## src/rtl/seg7_pkg.sv

```systemverilog
// Shared constants for the seven-segment scan driver: segment bit positions,
// the all-off pattern and the active-high hex glyph table.
package seg7_pkg;

  localparam int SEG_A  = 0;
  localparam int SEG_B  = 1;
  localparam int SEG_C  = 2;
  localparam int SEG_D  = 3;
  localparam int SEG_E  = 4;
  localparam int SEG_F  = 5;
  localparam int SEG_G  = 6;
  localparam int SEG_DP = 7;

  // All segments dark, active-high sense; pin polarity is applied later.
  localparam logic [7:0] SEG_OFF = 8'h00;

  // Active-high {g,f,e,d,c,b,a} glyphs for hex 0..F.
  localparam logic [6:0] HEX_SEG [16] = '{
    7'h3F, 7'h06, 7'h5B, 7'h4F, 7'h66, 7'h6D, 7'h7D, 7'h07,
    7'h7F, 7'h6F, 7'h77, 7'h7C, 7'h39, 7'h5E, 7'h79, 7'h71
  };

endpackage

```

## src/rtl/seg7_hex_decode.sv

```systemverilog
// Combinational hex nibble + decimal point to active-high {dp,g..a} pattern.
// Zero latency; no flow control.
module seg7_hex_decode
  import seg7_pkg::*;
(
  input  logic [3:0] nib_i,
  input  logic       dp_i,
  output logic [7:0] seg_o
);

  always_comb begin
    seg_o               = SEG_OFF;
    seg_o[SEG_G:SEG_A]  = HEX_SEG[nib_i];
    seg_o[SEG_DP]       = dp_i;
  end

endmodule

```

## src/rtl/seg7_scan_mux.sv

```systemverilog
// Multiplexed seven-segment scanner with frame-coherent shadow latching and blanking.
// Outputs registered, 1 cycle behind the scan state; free-running, no backpressure.
module seg7_scan_mux
  import seg7_pkg::*;
#(
  parameter int NUM_DIGITS     = 8,
  parameter int SCAN_DIV       = 100000,
  parameter int BLANK_CYCLES   = 2,
  parameter bit SEG_ACTIVE_LOW = 1'b1,
  parameter bit SEL_ACTIVE_LOW = 1'b1
) (
  input  logic                    clk,
  input  logic                    rst_n,
  input  logic [4*NUM_DIGITS-1:0] data_i,
  input  logic [NUM_DIGITS-1:0]   dp_i,
  input  logic [NUM_DIGITS-1:0]   en_i,
  output logic [7:0]              seg,
  output logic [NUM_DIGITS-1:0]   sel,
  output logic                    frame_o
);

  localparam int CW = $clog2(SCAN_DIV);
  localparam int IW = (NUM_DIGITS > 1) ? $clog2(NUM_DIGITS) : 1;
  localparam int NP = 1 << IW;

  localparam logic [CW-1:0]         CNT_LAST     = CW'(SCAN_DIV - 1);
  localparam logic [IW-1:0]         IDX_LAST     = IW'(NUM_DIGITS - 1);
  localparam logic [7:0]            SEG_POL      = {8{SEG_ACTIVE_LOW}};
  localparam logic [NUM_DIGITS-1:0] SEL_POL      = {NUM_DIGITS{SEL_ACTIVE_LOW}};

  logic [CW-1:0]           cnt_q, cnt_d;
  logic [IW-1:0]           idx_q, idx_d;
  logic [4*NUM_DIGITS-1:0] data_sh_q, data_sh_d;
  logic [NUM_DIGITS-1:0]   dp_sh_q, dp_sh_d;
  logic [NUM_DIGITS-1:0]   en_sh_q, en_sh_d;
  logic                    load_init_q, load_init_d;
  logic                    frame_q, frame_d;
  logic [7:0]              seg_q, seg_d;
  logic [NUM_DIGITS-1:0]   sel_q, sel_d;

  logic                    slot_end;
  logic                    load;
  logic                    lit;
  logic [4*NP-1:0]         data_pad;
  logic [NP-1:0]           dp_pad;
  logic [NP-1:0]           en_pad;
  logic [NP-1:0]           hot_pad;
  logic [3:0]              cur_nib;
  logic [7:0]              cur_pat;

  // Padding to a power of two lets idx_q index directly for any digit count.
  always_comb begin
    data_pad = (4*NP)'(data_sh_q);
    dp_pad   = NP'(dp_sh_q);
    en_pad   = NP'(en_sh_q);
    cur_nib  = data_pad[{idx_q, 2'b00} +: 4];
    hot_pad  = '0;
    hot_pad[idx_q] = 1'b1;
  end

  seg7_hex_decode u_dec (
    .nib_i (cur_nib),
    .dp_i  (dp_pad[idx_q]),
    .seg_o (cur_pat)
  );

  always_comb begin
    slot_end    = (cnt_q == CNT_LAST);
    cnt_d       = slot_end ? '0 : cnt_q + CW'(1);
    idx_d       = idx_q;
    if (slot_end) begin
      idx_d = (idx_q == IDX_LAST) ? '0 : idx_q + IW'(1);
    end

    load        = load_init_q | (slot_end & (idx_q == IDX_LAST));
    load_init_d = 1'b0;
    frame_d     = load;
    data_sh_d   = load ? data_i : data_sh_q;
    dp_sh_d     = load ? dp_i   : dp_sh_q;
    en_sh_d     = load ? en_i   : en_sh_q;

    lit   = (int'(cnt_q) >= BLANK_CYCLES) & en_pad[idx_q];
    seg_d = (lit ? cur_pat : SEG_OFF) ^ SEG_POL;
    sel_d = (lit ? hot_pad[NUM_DIGITS-1:0] : '0) ^ SEL_POL;
  end

  always_ff @(posedge clk or negedge rst_n) begin
    if (!rst_n) begin
      cnt_q       <= '0;
      idx_q       <= '0;
      data_sh_q   <= '0;
      dp_sh_q     <= '0;
      en_sh_q     <= '0;
      load_init_q <= 1'b1;
      frame_q     <= 1'b0;
      seg_q       <= SEG_OFF ^ SEG_POL;
      sel_q       <= SEL_POL;
    end else begin
      cnt_q       <= cnt_d;
      idx_q       <= idx_d;
      data_sh_q   <= data_sh_d;
      dp_sh_q     <= dp_sh_d;
      en_sh_q     <= en_sh_d;
      load_init_q <= load_init_d;
      frame_q     <= frame_d;
      seg_q       <= seg_d;
      sel_q       <= sel_d;
    end
  end

  assign seg     = seg_q;
  assign sel     = sel_q;
  assign frame_o = frame_q;

endmodule
```

## config.mk

```make
export PLATFORM = sky130hd
export DESIGN_NAME = seg7_scan_mux
export DESIGN_NICKNAME = d
export VERILOG_FILES = /design/src/rtl/seg7_pkg.sv /design/src/rtl/seg7_hex_decode.sv /design/src/rtl/seg7_scan_mux.sv
export SDC_FILE = /design/constraint.sdc
export NUM_CORES = 1
export LEC_CHECK = 0
export BUFFER_PORTS_ARGS = -buffer_cell sky130_fd_sc_hd__buf_2
export CORE_MARGIN = 2
export CORE_UTILIZATION = 35
export CTS_BUF_LIST = sky130_fd_sc_hd__clkbuf_4
export CTS_CLUSTER_SIZE = 16
export DETAILED_ROUTE_END_ITERATION = 6
export GPL_TIMING_DRIVEN = 0
export SYNTH_ARGS = -nofsm -noshare
export SYNTH_HDL_FRONTEND = slang
export SYNTH_HIERARCHICAL = 1
export SYNTH_SLANG_ARGS = --single-unit
```

## constraint.sdc

```tcl
create_clock -name clk -period 5.6 [get_ports clk]
set_input_delay 0.56 -clock clk [delete_from_list [all_inputs] [get_ports clk]]
set_output_delay 0.56 -clock clk [all_outputs]
set_load 0.005 [all_outputs]
```

# --- After elaboration in Yosys (flattened, before gate mapping) ---
# Memory sizes are Yosys's and may differ from the RTL's.
# Index checks and enable logic that the tools add are counted.
# Widths: inputs -> output; s select.
totals:
  register_bits: 86
  latch_bits: 0
  ram_bits: 0
  romBits: 112
  in_bits: 50
  output_inout_bits: 17
  word_cells: 38
  memories: 1
op_classes:
  addsub: 2
  multipliers: 0
  n_div: 0
  magnitude_cmp: 4
  n_eq_ne: 2
  shift: 1
  mux: 12
  n_bitwise: 6
  reduce_logical: 1
mem_list:
  columns: ["memory", "depth", "word_bits", "rd", "rd_clocked_by_memory_dff", "write_ports", "line_no", "rtl"]
  rows:
  - ["(no name shown)", 16, 7, 1, 0, 0, "seg7_hex_decode.sv:13", "seg_o[SEG_G:SEG_A] = HEX_SEG[nib_i];"]
ops:
  columns: ["operator", "n"]
  rows:
  - ["$shiftx 32x6->4", 1]
  - ["$add 17x1->17 const B", 1]
  - ["$eq 17x17->1 const B", 1]
  - ["$ge 17x2->1 const B", 1]
  - ["$mux 17", 1]
  - ["$mux 8", 2]
  - ["$not 8->8", 2]
  - ["$mux 7", 2]
  - ["$bmux 1 s3", 2]
  - ["$ge 5x5->1 const B", 1]
  - ["$not 4->5", 1]
  - ["$lt 3x4->1 const B", 1]
  - ["$add 3x1->3 const B", 1]
  - ["$demux 1 s3", 1]
  - ["$eq 3x3->1 const B", 1]
  - ["$ge 3x1->1 const B", 1]
  - ["$mux 1", 3]
  - ["$mux 3", 1]
  - ["$and 1x1->1", 2]
  - ["$logic_and 1x1->1", 1]
  - ["$or 1x1->1", 1]

# --- Longest topological paths before layout ---
# Gate-level depths: netlist of the first run.
logic_depth:
  depth_word: 7
  ltp_mapped: 10
  ltp_nobuf: 9

# --- Modules after synthesis ---
# Netlist of the first run, hierarchy kept.
by_module_without_submodules:
  columns: ["module", "n_inst", "cells_per_inst", "area_each_um2", "seq_area_each_um2"]
  rows:
  - ["seg7_scan_mux", 1, 295, 3846.2, 2173.3]
  - ["seg7_hex_decode", 1, 34, 297.8, 0.0]

# --- Worst setup path after synthesis of the first run ---
# Ideal clock, no wire load.
synth_path:
  path_kind: "reg2reg"
  start: "register idx_q[0]"
  end: "register seg_q[3] (netlist: seg[3])"
  setup_time_ns: 0.061
  arrival_ns: 2.518
  required_time_ns: 5.539
  slack_ns: 3.021
  stages_incl_launch_ff: 10
  n_path_buf: 3
  synth_period_minus_slack_ns: 2.579
  path_cell_list: "dfrtp_1 > clkbuf_1 > clkbuf_1 > clkbuf_1 > nor2_1 > a221o_1 > inv_1 > ha_1 > mux4_1 > nand2_1"
synth_between:
  elab_chain_len: 7
synth_rtl:
  columns: ["element", "line_no", "rtl"]
  rows:
  - ["start: declaration", "seg7_scan_mux.sv:32", "logic [IW-1:0] idx_q, idx_d;"]
  - ["start signal: assignment", "seg7_scan_mux.sv:100", "idx_q <= idx_d;"]
  - ["$shiftx 32x6->4", "seg7_scan_mux.sv:56", "cur_nib = data_pad[{idx_q, 2'b00} +: 4];"]
  - ["named net cur_nib[0]", "seg7_scan_mux.sv:48", "logic [3:0] cur_nib;"]
  - ["$not 4->5 (not written as such)", "seg7_hex_decode.sv:13", null]
  - ["$mem_v2 16x7", null, null]
  - ["$mux 7 (not written as such) (2 in a row)", "seg7_hex_decode.sv:13", null]
  - ["named net cur_pat[3]", "seg7_scan_mux.sv:49", "logic [7:0] cur_pat;"]
  - ["$mux 8", "seg7_scan_mux.sv:83", "seg_d = (lit ? cur_pat : SEG_OFF) ^ SEG_POL;"]
  - ["$not 8->8 (no source line)", null, null]
  - ["named net seg_d[3]", "seg7_scan_mux.sv:38", "logic [7:0] seg_q, seg_d;"]
  - ["end signal: assignment", "seg7_scan_mux.sv:96", "seg_q <= SEG_OFF ^ SEG_POL;"]
  - ["end signal: assignment", "seg7_scan_mux.sv:106", "seg_q <= seg_d;"]
  - ["end: declaration", "seg7_scan_mux.sv:38", null]
# The timed path passes the listed nets, and every way through them passes these cells. The select of a mux whose other input is x is not followed.
# A chain may end at the register's enable or synchronous reset.

# --- Final worst setup path of the first run ---
# Ends and elaborated chain as after synthesis.

==> results of run 1 <==
## cell usage after synthesis, drive strengths merged (2+ instances only)
library cell / instances / area share
a221o: 2 / 0.0048
a21oi: 6 / 0.0072
xor2: 8 / 0.017
nor2: 18 / 0.016
nand3: 16 / 0.019
clkbuf: 8 / 0.0072
inv: 8 / 0.0072
a31oi: 3 / 0.0045
buf: 12 / 0.020
dfrtp: 69 / 0.42
nor3: 7 / 0.011
mux4: 5 / 0.028
or2: 2 / 0.0030
or3: 2 / 0.0030
or4: 3 / 0.0063
mux2: 57 / 0.16
nor4: 4 / 0.0060
o21ai: 5 / 0.0060
nand4: 7 / 0.011
and2: 2 / 0.0030
ha: 11 / 0.033
o31ai: 2 / 0.0036
xnor2: 4 / 0.0085
nor2b: 3 / 0.0045
dfstp: 17 / 0.11
nand2: 18 / 0.016
or3b: 2 / 0.0042
mux2i: 11 / 0.027
## logic make-up after synthesis
kind of cell | after synthesis | synth area share
buffers and inverters | 28 | 0.0344
AO/OA/AOI/OAI | 27 | 0.0462
flip-flops | 86 | 0.524
XOR/XNOR | 12 | 0.0254
AND/OR/NAND/NOR | 91 | 0.117
multiplexers | 73 | 0.219
adder cells (fa/ha/maj) | 11 | 0.0332
other | 1 | 0.000905
## what timing repair did
action                                 4_1_cts  5_1_grt
hold buffers                                 0        1
buffers inserted                             0        0
endpoints found under the hold margin        0        1
## layout make-up
class,instances,area [µm²],share of cell area
timing repair buffer,68,370,0.0770
inverter,8,30.0,0.00624
sequential,86,2170,0.452
multi-input combinational,215,1830,0.380
tap,143,179,0.0372
buffer,20,113,0.0234
clock buffer,9,67.6,0.0140
clock inverter,7,50.0,0.0104
## worst max path at each step
stage               startpoint      to  slack (ns)  cells past startpoint
CTS                   idx_q[0]  seg[3]        2.35                      9
finish                idx_q[0]  seg[3]        2.36                      9
floorplan             idx_q[0]  seg[3]        3.02                      9
detailed placement    idx_q[0]  seg[3]        2.39                      9
global placement      idx_q[0]  seg[3]        2.48                      9
global route          idx_q[0]  seg[3]        2.14                      9
## power by group through the flow
stage	registers (µW)	clock network, µW	logic [µW]
detailed placement	704	0	166
CTS	692	326	167
floorplan	699	0	101
finish	692	309	164
global route	697	354	182
global placement	702	0	159
## critical path: stages (launching register included)
cell                       delay, ns
sky130_fd_sc_hd__dfrtp_1        0.38
sky130_fd_sc_hd__clkbuf_1       0.35
sky130_fd_sc_hd__clkbuf_1       0.50
sky130_fd_sc_hd__clkbuf_1       0.48
sky130_fd_sc_hd__mux2_2         0.45
sky130_fd_sc_hd__inv_1          0.14
sky130_fd_sc_hd__ha_1           0.26
sky130_fd_sc_hd__inv_1          0.07
sky130_fd_sc_hd__mux4_1         0.49
sky130_fd_sc_hd__nand2_1        0.08
## sequential cells by signal (all words and copies together) (netlist names)
register,cells
data_pad,32
dp_pad,8
frame_o,1
sel,8
seg,8
en_pad,8
load_init_q,1
idx_q,3
cnt_q,17
## stage by stage
| step | instances | hold WS [ns] | instance area (µm²) | utilization |
|---|---|---|---|---|
| global placement | 538 | 0.472 | 4650 | 0.406 |
| CTS | 555 | 0.0134 | 4800 | 0.419 |
| global route | 556 | 0.291 | 4810 | 0.420 |
| detailed placement | 539 | 0.474 | 4680 | 0.408 |
| floorplan | 329 | 0.264 | 4140 | - |
| finish | 556 | 0.345 | 4810 | 0.420 |
## layer usage
layer / routed length, µm / global-route usage / up-vias
li1: - / - / 1335
met1: 3890 / 0.183 / 1387
met2: 4590 / 0.248 / 66
met3: 392 / 0.0466 / 10
met4: 145 / 0.0350 / 0
met5: 0 / 0 / -
==> results.md, run 1 <==
Timing:
- The final-report hold violation count is 0.
- The setup TNS after final layout is 0 ns.
- The clock arrives with 0.0179 ns of skew.
- Setup repair after global routing left no endpoint under its margin.
- The max-slew violation total from the final report came to 0.
- Setup violations remaining at the end of the flow were counted as 0.
- The relative max-transition margin is 0.521.
- Static timing analysis puts the maximum clock frequency at 0.308 GHz.
- For the pin with the worst max-slew slack, the measured transition is 0.718 ns.
- Counting I/O delays and the setup requirement, the final critical path takes 3.24 ns.
- After layout, the worst setup slack is 2.36 ns.
- In the finished design, the share of the clock period the worst path needs comes to 0.579.

Clock network:
- For the worst-skew pair, the clock arrives at the later sink with an insertion delay of 0.43 ns.
- The number of H-tree branching levels is 3.
- The clock tree from TritonCTS is yes.
- The post-CTS resize count is 0.
- The root buffer cell chosen for the clock tree is sky130_fd_sc_hd__clkbuf_4.
- The number of buffers inserted during clock tree synthesis is 9.
- After clock tree synthesis, the clock-pin slew on the worst setup and hold paths is 0.14 ns.
- The total clock sinks is 86.
- The longest clock path from root to sink contains 2 buffers.

Cells and area:
- 0 antenna diodes ended up in the layout.
- The total of fill cells in the finished design is 1,102.
- The final layout contains 469 nets.
- The post-synthesis to final-layout area growth is 16.1%.
- In the layout the commonest cells are sky130_fd_sc_hd__buf_2 (71), sky130_fd_sc_hd__dfrtp_1 (69), sky130_fd_sc_hd__mux2_2 (47).
- In the final layout, the share of cells above drive strength 1 is 0.431.
- The leading cell type in the layout, fill and taps excluded is sky130_fd_sc_hd__buf_2.

Placed design:
- The congestion estimate from routability-driven global placement came to 0.849.
- Prior to clock tree synthesis, the placed netlist has a worst setup slack of 2.39 ns.
- Summed over all nets, the half-perimeter wirelength after detailed placement is 6.62 mm.
- The number of port buffers is 66.

Yosys:
- The cell count after synthesis is 329.
- Counting distinct cell types in the post-synthesis netlist gives 52.
- Of the synthesized area, sequential elements account for 0.524.
- During synthesis, Yosys emitted a total of 6 warnings.
- Counting every net in the synthesized netlist gives 390.
- The fraction of registers with async set/reset is 1.00.
- The primary flip-flop cell chosen by synthesis mapping is sky130_fd_sc_hd__dfrtp_1.
- The number of enable flip-flop cells after synthesis is 0.
- In this run, synthesis produced a sequential element count of 86.
- The mean instance size in the synthesized netlist is 12.6 µm².
- The combined area of all synthesized cells is 4140 µm².

Drt:
- The first detailed-routing pass took 4 iterations.
- In this run the remaining antenna-violating nets after routing total 0.
- Wires add up to 9.01 mm.
- In the routed design, unresolved DRC markers number 0.
- The final routed wire length divided by cell count is 16.2 µm.
- Detailed routing inserted a total of 2,798 vias.
- The ratio of routed vias to standard cells is 5.03.
- The iteration-0 DRC count of the detailed router is 114.

Min path:
- The hold path endpoint is dp_pad[0].
- Counting instances, the worst hold path has a depth of 2.
- The tightest min-delay check is of the in -> reg type.
- The worst hold path begins at dp_i[0].

Pwr:
- Of the total power, the share spent switching nets is 0.266.
- The worst-case IR drop observed on VDD is 0.122 mV.
- The share of total power dissipated in sequential elements is 0.594.
- The design draws 1160 µW.
- For this design the ratio of total power to cell area is 242 nW/µm².
- The part of the power in the clock network is 0.265.
- The combinational fraction of design power is 0.141.
- The analysis attributes to net switching a power of 310 µW.
- The leakage power is 0.00211 µW.
- The internal portion of total power is 854 µW.

Flow run:
- The max capacitance violation total is 0.

GRT:
- Entering global routing, the biggest net connects 59 pins.
- The first-pass GRT wire length is 14.4 mm.
- The number of antenna violations at the first check in global routing is 0.
- The via count of the first global-routing pass came to 2,853.
- Summed over all layers, the global routing overflow is 0.
- For this run, the total global-route usage over all layers was measured as 0.146.

Setup path:
- The type of the worst setup path is reg -> reg.
- The setup slack of the most critical reg-to-reg path is 2.36 ns.
- The capture point of the worst reg-to-reg path is seg[3].
- Data on the critical path arrives at its endpoint at 3.63 ns.
- Measured in cells, the most critical reg-to-reg path has a length of 9.
- The worst path required time is 5.99 ns.
- The kind of capture point of the worst setup path is a flop.
- The worst register-to-register path begins at idx_q[0].
- The maximum fanout along the worst path is 10.
- The type of element launching the critical path is a flop.

Floorplan:
- The initial core utilization is 0.361.
- Row generation in the floorplan step produced 39 rows.
- The region available for standard cell placement spans 11,500 µm².
- The die is 113 µm wide.
- 67 I/O pins were placed.
- The full die area is 12,700 µm².
- From bottom edge to top edge, the die measures 113 µm.

Outcome:
- The flow ran to the end, and the final reports show no timing, DRC or antenna violations.
No activity file was read; power rests on OpenSTA's default activity.
==> run 2, diff against run 1 <==
==> constraint.sdc (replaced) <==
create_clock -name clk -period 2.8 [get_ports clk]
set_input_delay 0.28 -clock clk [delete_from_list [all_inputs] [get_ports clk]]
set_output_delay 0.28 -clock clk [all_outputs]
set_load 0.005 [all_outputs]
==> results.md, run 2 (synthesis gave the netlist of run 1 again) <==
Outcome:
- The run finished with clean final reports.

Setup path:
- The worst path arrival time is 3.08 ns (-0.55 ns).
- The setup slack of the most critical reg-to-reg path is 0.11 ns (-2.25 ns).
- The critical path goes through buf_4, buf_4, mux2_2, a221o_1, inv_1, ha_1, mux4_1, nand2_1.
- The launching instance or port of the critical path is idx_q[1].
- The critical path's largest stage delay is 0.51 ns (about the same).
- The capture point of the worst reg-to-reg path is seg[3].
- The startpoint identified for the worst register-to-register timing path is idx_q[1].
- Among all stages on the critical path, the largest delay is contributed by sky130_fd_sc_hd__mux4_1.
- The number of cells on the worst reg-to-reg path is 8 (-1).
- The worst path required time came to 3.19 ns (-2.80 ns).
- The type of element launching the critical path is a flop.
- The maximum fanout along the worst path is 10 (unchanged).
- The worst setup path is captured at a flop.
- The sum of buffers and inverters on the critical path was 3 (-2).
- The critical path in this run is classified as reg -> reg.
- Following the worst setup path forward leads to its endpoint at seg[3].
- The critical path depth came to 8 (-1).
- The most numerous cell on the critical path is sky130_fd_sc_hd__buf_4.
- The gate family responsible for the most delay along the worst path is multiplexers.

Placed design:
- The number of port buffers is 66 (unchanged).
- The placer congestion estimate is 0.849 (unchanged).
- The total half-perimeter wirelength after legalization and detailed placement was 6.62 mm (unchanged).

Floorplan:
- The die boundary height is 113 µm (unchanged).
- The floorplan row count is 39 (unchanged).
- The number of top-level pins is 67 (unchanged).
- The core box area is 11,500 µm² (unchanged).
- The initial core utilization is 0.361 (unchanged).
- The full die area was 12,700 µm² (unchanged).
- The die span in x came to 113 µm (unchanged).

Timing:
- The final critical-path required period came to 2.69 ns (-0.552 ns).
- The max-slew violation total from the final report is 0 (unchanged).
- The transition time of the tightest slew-check pin is 0.595 ns (-0.123 ns).
- The final hold slack came to 0.0636 ns (-0.281 ns).
- The relative max-transition margin is 0.603 (+0.0818).
- The setup TNS after final layout is 0 ns (unchanged).
- The top achievable clock speed was 0.371 GHz (+20%).
- The final-report hold violation count is 0 (unchanged).
- The final clock period utilization by the worst path came to 0.961 (+0.382).
- Setup repair after global routing left no endpoint under its margin.
- The final setup violation count is 0 (unchanged).
- The worst clock skew is 0.0158 ns (-0.00210 ns).

Cells and area:
- The total of fill cells in the finished design was 1,100 (-0.18%).
- In the layout the commonest cells are sky130_fd_sc_hd__buf_2 (71), sky130_fd_sc_hd__dfrtp_1 (68), sky130_fd_sc_hd__mux2_2 (47).
- Leaving out fill and tap cells, the most frequent cell in the layout is sky130_fd_sc_hd__buf_2.
- The antenna diode count is 0 (unchanged).
- The proportion of layout cells with a drive suffix above 1 is 0.451 (+0.0205).
- The post-layout net count is 468 (-0.21%).
- The number of flip-flops in the largest register is 32 (unchanged).
- The post-synthesis to final-layout area growth is 16.3%.

Clock network:
- The maximum root-to-sink buffer count came to 2 (unchanged).
- The total clock sinks is 86 (unchanged).
- The number of post-CTS setup repair buffers came to 0 (unchanged).
- The clock-pin slew on the worst setup and hold paths is 0.14 ns (about the same).
- The number of buffers inserted during clock tree synthesis is 9 (unchanged).
- TritonCTS built the clock tree.
- The number of H-tree branching levels is 3 (unchanged).
- The clock latency on the worst-skew pair came to 0.43 ns (about the same).
- The tree is rooted in a sky130_fd_sc_hd__clkbuf_4.

Pwr:
- The net switching power is 618 µW (+99%).
- The power per standard cell area was 483 nW/µm² (+99%).
- The switching part of the total power is 0.266 (-0.000672).
- The internal portion of total power is 1710 µW (+100%).
- The part of the power in the clock network was 0.265 (about the same).
- The relative contribution of sequential cells to total power is 0.594 (about the same).
- The leakage power was 0.00213 µW (+0.88%).
- The combinational fraction of design power is 0.141 (about the same).
- The maximum ir drop on the vdd rail is 0.244 mV (+100%).

Drt:
- The number of detailed-routing iterations run before antenna repair is 5 (+1).
- The iteration-0 DRC count of the detailed router is 95 (-17%).
- The post-route DRC violation count came to 0 (unchanged).
- The final routed wire length divided by cell count came to 16.2 µm (-0.29%).
- The number of nets with antenna violations after routing is 0 (unchanged).
- The ratio of routed vias to standard cells was 5.04 (+0.18%).
- The aggregate routed wire length came to 8.97 mm (-0.47%).
- The total number of vias is 2,798 (unchanged).

Min path:
- The worst hold path cell count came to 2 (unchanged).
- The min-delay analysis places its worst path in the category in -> reg.

GRT:
- The largest net degree at the start of global routing is 59 (unchanged).
- The global router's overall resource usage is 0.146 (-0.000458).
- The via count of the first global-routing pass was 2,848 (-0.18%).
- The number of antenna violations at the first check in global routing was 0 (unchanged).
- The global route total overflow is 0 (unchanged).
- The first-pass GRT wire length came to 14.4 mm (-0.24%).

Flow run:
- The max capacitance violation total came to 0 (unchanged).
run 2: cell type report:
type	instances	area (µm²)	share of cell area
Buffer	19	119	0.0247
Tap cell	143	179	0.0371
Inverter	8	30.0	0.00623
Timing Repair Buffer	68	370	0.0768
Clock buffer	9	67.6	0.0140
Clock inverter	7	50.0	0.0104
Multi-Input combinational cell	215	1830	0.380
Sequential cell	86	2170	0.451
run 2: timing repair:
item	in CTS	in global routing
setup endpoints to repair	7	1
endpoints found under the hold margin	28	0
resized for setup	7	2
hold buffers	1	0
cloned	0	0
run 2: how the worst min path moves through the flow:
stage          startpoint      endpoint  slack, ns
6_report          dp_i[0]     dp_pad[0]       0.06
5_1_grt        data_i[11]  data_pad[11]       0.01
4_1_cts           dp_i[0]     dp_pad[0]       0.04
3_5_place_dp        rst_n       frame_o       0.24
3_3_place_gp    cnt_q[14]     cnt_q[14]       0.47
2_1_floorplan       rst_n      cnt_q[0]      -0.02
run 2: layer usage:
metal  global-route usage  vias to the layer above  wire [µm]
li1                     -                     1329          -
met1                0.183                     1390       3900
met2                0.247                       65       4500
met3               0.0466                       14        426
met4               0.0350                        0        153
met5                    0                        -          0
run 2: power by group through the flow:
stage	clock network [µW]	logic, µW	registers [µW]
3_3_place_gp	0	318	1400
3_5_place_dp	0	332	1410
2_1_floorplan	0	203	1400
6_report	617	327	1380
4_1_cts	652	334	1380
5_1_grt	706	363	1390
run 2: per-stage QoR:
stage | utilization | cell area (µm²) | total power [µW] | worst slack (ns) | instances
4_1_cts | 0.420 | 4820 | 2370 | 0.0720 | 555
3_5_place_dp | 0.408 | 4680 | 1740 | -0.406 | 539
2_1_floorplan | - | 4140 | 1600 | 0.221 | 329
3_3_place_gp | 0.406 | 4650 | 1720 | -0.323 | 538
6_report | 0.420 | 4820 | 2330 | 0.108 | 555
5_1_grt | 0.420 | 4820 | 2460 | 0.00818 | 555
==> run 3, diff against run 2 <==
--- a/config.mk
+++ b/config.mk
@@ -7,11 +7,12 @@
 export LEC_CHECK = 0
 export BUFFER_PORTS_ARGS = -buffer_cell sky130_fd_sc_hd__buf_2
 export CORE_MARGIN = 2
-export CORE_UTILIZATION = 35
+export CORE_UTILIZATION = 53
 export CTS_BUF_LIST = sky130_fd_sc_hd__clkbuf_4
 export CTS_CLUSTER_SIZE = 16
 export DETAILED_ROUTE_END_ITERATION = 6
 export GPL_TIMING_DRIVEN = 0
+export PLACE_DENSITY = 0.79
 export SYNTH_ARGS = -nofsm -noshare
 export SYNTH_HDL_FRONTEND = slang
 export SYNTH_HIERARCHICAL = 1
==> results.md, run 3 (synthesis gave the netlist of run 1 again) <==
Outcome:
- The run finished with clean final reports.

Setup path:
- The setup slack of the most critical reg-to-reg path is 0.14 ns (+0.03 ns).
- The critical path's largest stage delay is 0.50 ns (about the same).
- The type of the worst setup path is reg -> reg.
- The number of cells on the worst reg-to-reg path is 8 (unchanged).
- The type of element launching the critical path is a flop.
- The worst path required time is 3.18 ns (about the same).
- The endpoint identified for the worst register-to-register timing path is seg[3].
- The reg-to-reg critical path startpoint is idx_q[1].
- The worst setup path is captured at a flop.
- The kind of cell with the highest combined delay along the critical path is multiplexers.
- The most numerous cell type found on the critical path is sky130_fd_sc_hd__buf_4.
- The maximum fanout along the worst path came to 10 (unchanged).
- The sum of buffers and inverters on the critical path was 3 (unchanged).
- The worst path arrival time was 3.04 ns (-0.04 ns).
- Walking the worst path, the cells encountered are buf_4, buf_4, mux2_2, a221o_1, inv_1, ha_1, mux4_1, nand2_1.
- The cell with the largest stage delay on the worst path is sky130_fd_sc_hd__mux4_1.

Pwr:
- The leakage power is 0.00215 µW (+0.92%).
- The maximum ir drop on the vdd rail is 0.356 mV (+46%).
- The internal portion of total power was 1880 µW (+10%).
- The combinational fraction of design power came to 0.131 (-0.010).
- The relative contribution of sequential cells to total power is 0.557 (-0.037).
- The part of the power in the clock network is 0.312 (+0.047).
- The switching part of the total power is 0.242 (-0.0232).
- The net switching power is 602 µW (-2.6%).
- The power per standard cell area is 516 nW/µm² (+7.0%).

Drt:
- The ratio of routed vias to standard cells is 5.39 (+6.9%).
- The iteration-0 DRC count of the detailed router is 150 (+58%).
- The post-route DRC violation count is 0 (unchanged).
- The aggregate routed wire length was 8.04 mm (-10%).
- The total number of vias is 2,769 (-1.0%).
- The final routed wire length divided by cell count came to 15.6 µm (-3.3%).
- The number of detailed-routing iterations run before antenna repair is 4 (-1).
- The number of nets with antenna violations after routing is 0 (unchanged).

Timing:
- The transition time of the tightest slew-check pin is 0.518 ns (-0.0769 ns).
- The final clock period utilization by the worst path is 0.950 (-0.0114).
- Setup repair after global routing left no endpoint under its margin.
- The final setup violation count is 0 (unchanged).
- The top achievable clock speed is 0.376 GHz (+1.2%).
- The relative max-transition margin was 0.653 (+0.0498).
- The final-report hold violation count is 0 (unchanged).
- The setup TNS after final layout is 0 ns (unchanged).
- The worst clock skew is 0.0120 ns (-0.00380 ns).
- The final critical-path required period is 2.66 ns (-0.0320 ns).
- The max-slew violation total from the final report is 0 (unchanged).

Placed design:
- The placer congestion estimate was 0.851 (+0.29%).
- The total half-perimeter wirelength after legalization and detailed placement is 5.84 mm (-12%).
- The number of port buffers came to 66 (unchanged).
- The placed standard-cell area is 4630 µm² (-1.1%).

Clock network:
- The maximum root-to-sink buffer count is 2 (unchanged).
- The clock tree from TritonCTS is yes.
- The clock latency on the worst-skew pair came to 0.42 ns (about the same).
- The number of buffers inserted during clock tree synthesis is 9 (unchanged).
- The cell sitting at the root of the clock tree is a sky130_fd_sc_hd__clkbuf_4.
- The clock-pin slew on the worst setup and hold paths was 0.14 ns (about the same).
- The number of H-tree branching levels is 3 (unchanged).
- The total clock sinks is 86 (unchanged).
- The number of post-CTS setup repair buffers is 0 (unchanged).

GRT:
- The number of antenna violations at the first check in global routing came to 0 (unchanged).
- The first-pass GRT wire length was 13.8 mm (-3.9%).
- The met1 track demand over resource is 0.301 (+0.118).
- The global route total overflow was 0 (unchanged).
- The met2 usage is 0.316 (+0.0692).
- The largest net degree at the start of global routing is 50 (-15%).
- In this run the most used layer during global routing was met2.
- The global router's overall resource usage was 0.208 (+0.0618).
- The met3 layer usage reported by global route was 0.0325 (-0.0141).
- The via count of the first global-routing pass is 2,876 (+0.98%).

Floorplan:
- The full die area is 8540 µm² (-33%).
- The floorplan row count came to 32 (-18%).
- The core box area is 7650 µm² (-33%).
- The die boundary height came to 92.4 µm (-18%).
- The number of top-level pins is 67 (unchanged).
- The initial core utilization is 0.542 (+0.181).
- The die span in x is 92.4 µm (-18%).

Min path:
- The path with the worst hold slack has its endpoint at dp_pad[4].
- The worst hold path cell count is 2 (unchanged).
- The path class of the lowest-slack min-delay path is in -> reg.
- The worst hold path begins at dp_i[4].

Cells and area:
- The register area is 2170 µm² (unchanged).
- The number of flip-flops in the largest register is 32 (unchanged).
- The leading cell type in the layout, fill and taps excluded is sky130_fd_sc_hd__buf_2.
- The post-layout net count is 468 (unchanged).
- The total of fill cells in the finished design is 607 (-45%).
- The antenna diode count is 0 (unchanged).
- From synthesis to final layout, the design area changed by 16.0%.
- The proportion of layout cells with a drive suffix above 1 is 0.449 (-0.00243).
- In the layout the commonest cells are sky130_fd_sc_hd__buf_2 (71), sky130_fd_sc_hd__dfrtp_1 (68), sky130_fd_sc_hd__mux2_2 (47).
- The total area of multi-input combinational cells is 1830 µm² (-0.14%).
- The final non-filler cell area came to 4810 µm² (-0.26%).

Flow run:
- The max capacitance violation total came to 0 (unchanged).
==> run 3: cell type report <==
| cell class | instances | area share |
|---|---|---|
| Buffer | 19 | 0.0252 |
| Sequential cell | 86 | 0.452 |
| Inverter | 8 | 0.00625 |
| Timing Repair Buffer | 68 | 0.0770 |
| Clock inverter | 7 | 0.0185 |
| Multi-Input combinational cell | 215 | 0.380 |
| Clock buffer | 9 | 0.0141 |
| Tap cell | 102 | 0.0265 |
==> run 3: how the worst max path moves through the flow <==
stage / start / end / slack (ns) / cells past startpoint
5_1_grt: idx_q[1] / seg[3] / 0.02 / 8
3_3_place_gp: idx_q[0] / seg[3] / -0.22 / 9
6_report: idx_q[1] / seg[3] / 0.14 / 8
2_1_floorplan: idx_q[0] / seg[3] / 0.22 / 9
4_1_cts: idx_q[0] / seg[3] / 0.04 / 9
3_5_place_dp: idx_q[0] / seg[3] / -0.30 / 9
==> run 3: power by group through the flow <==
stage | Sequential (µW) | Combinational (µW) | Clock (µW)
after detailed placement | 1410 | 327 | 0
after global routing | 1400 | 361 | 849
after CTS | 1380 | 329 | 786
final | 1380 | 326 | 774
after global placement | 1400 | 309 | 0
after floorplan | 1400 | 203 | 0
==> run 3: metal layers <==
layer	part of all wire	wire, µm
met4	0.018	144
met1	0.48	3840
met2	0.46	3740
met5	0	0
met3	0.039	312
==> run 3: through the flow <==
stage	hold WS (ns)	std cells	setup slack, ns	util	power [µW]
floorplan	-0.0156	329	0.221	-	1600
global placement	0.480	497	-0.222	0.602	1710
detailed placement	0.277	498	-0.295	0.606	1730
CTS	0.0549	515	0.0369	0.628	2500
global route	0.0624	514	0.0162	0.629	2610
finish	0.0745	514	0.140	0.629	2480
==> run 3: repair_timing <==
action	in CTS	in global routing
gates resized for setup	5	7
hold buffers	1	0
hold endpoints to repair	37	0
setup endpoints to repair	6	1
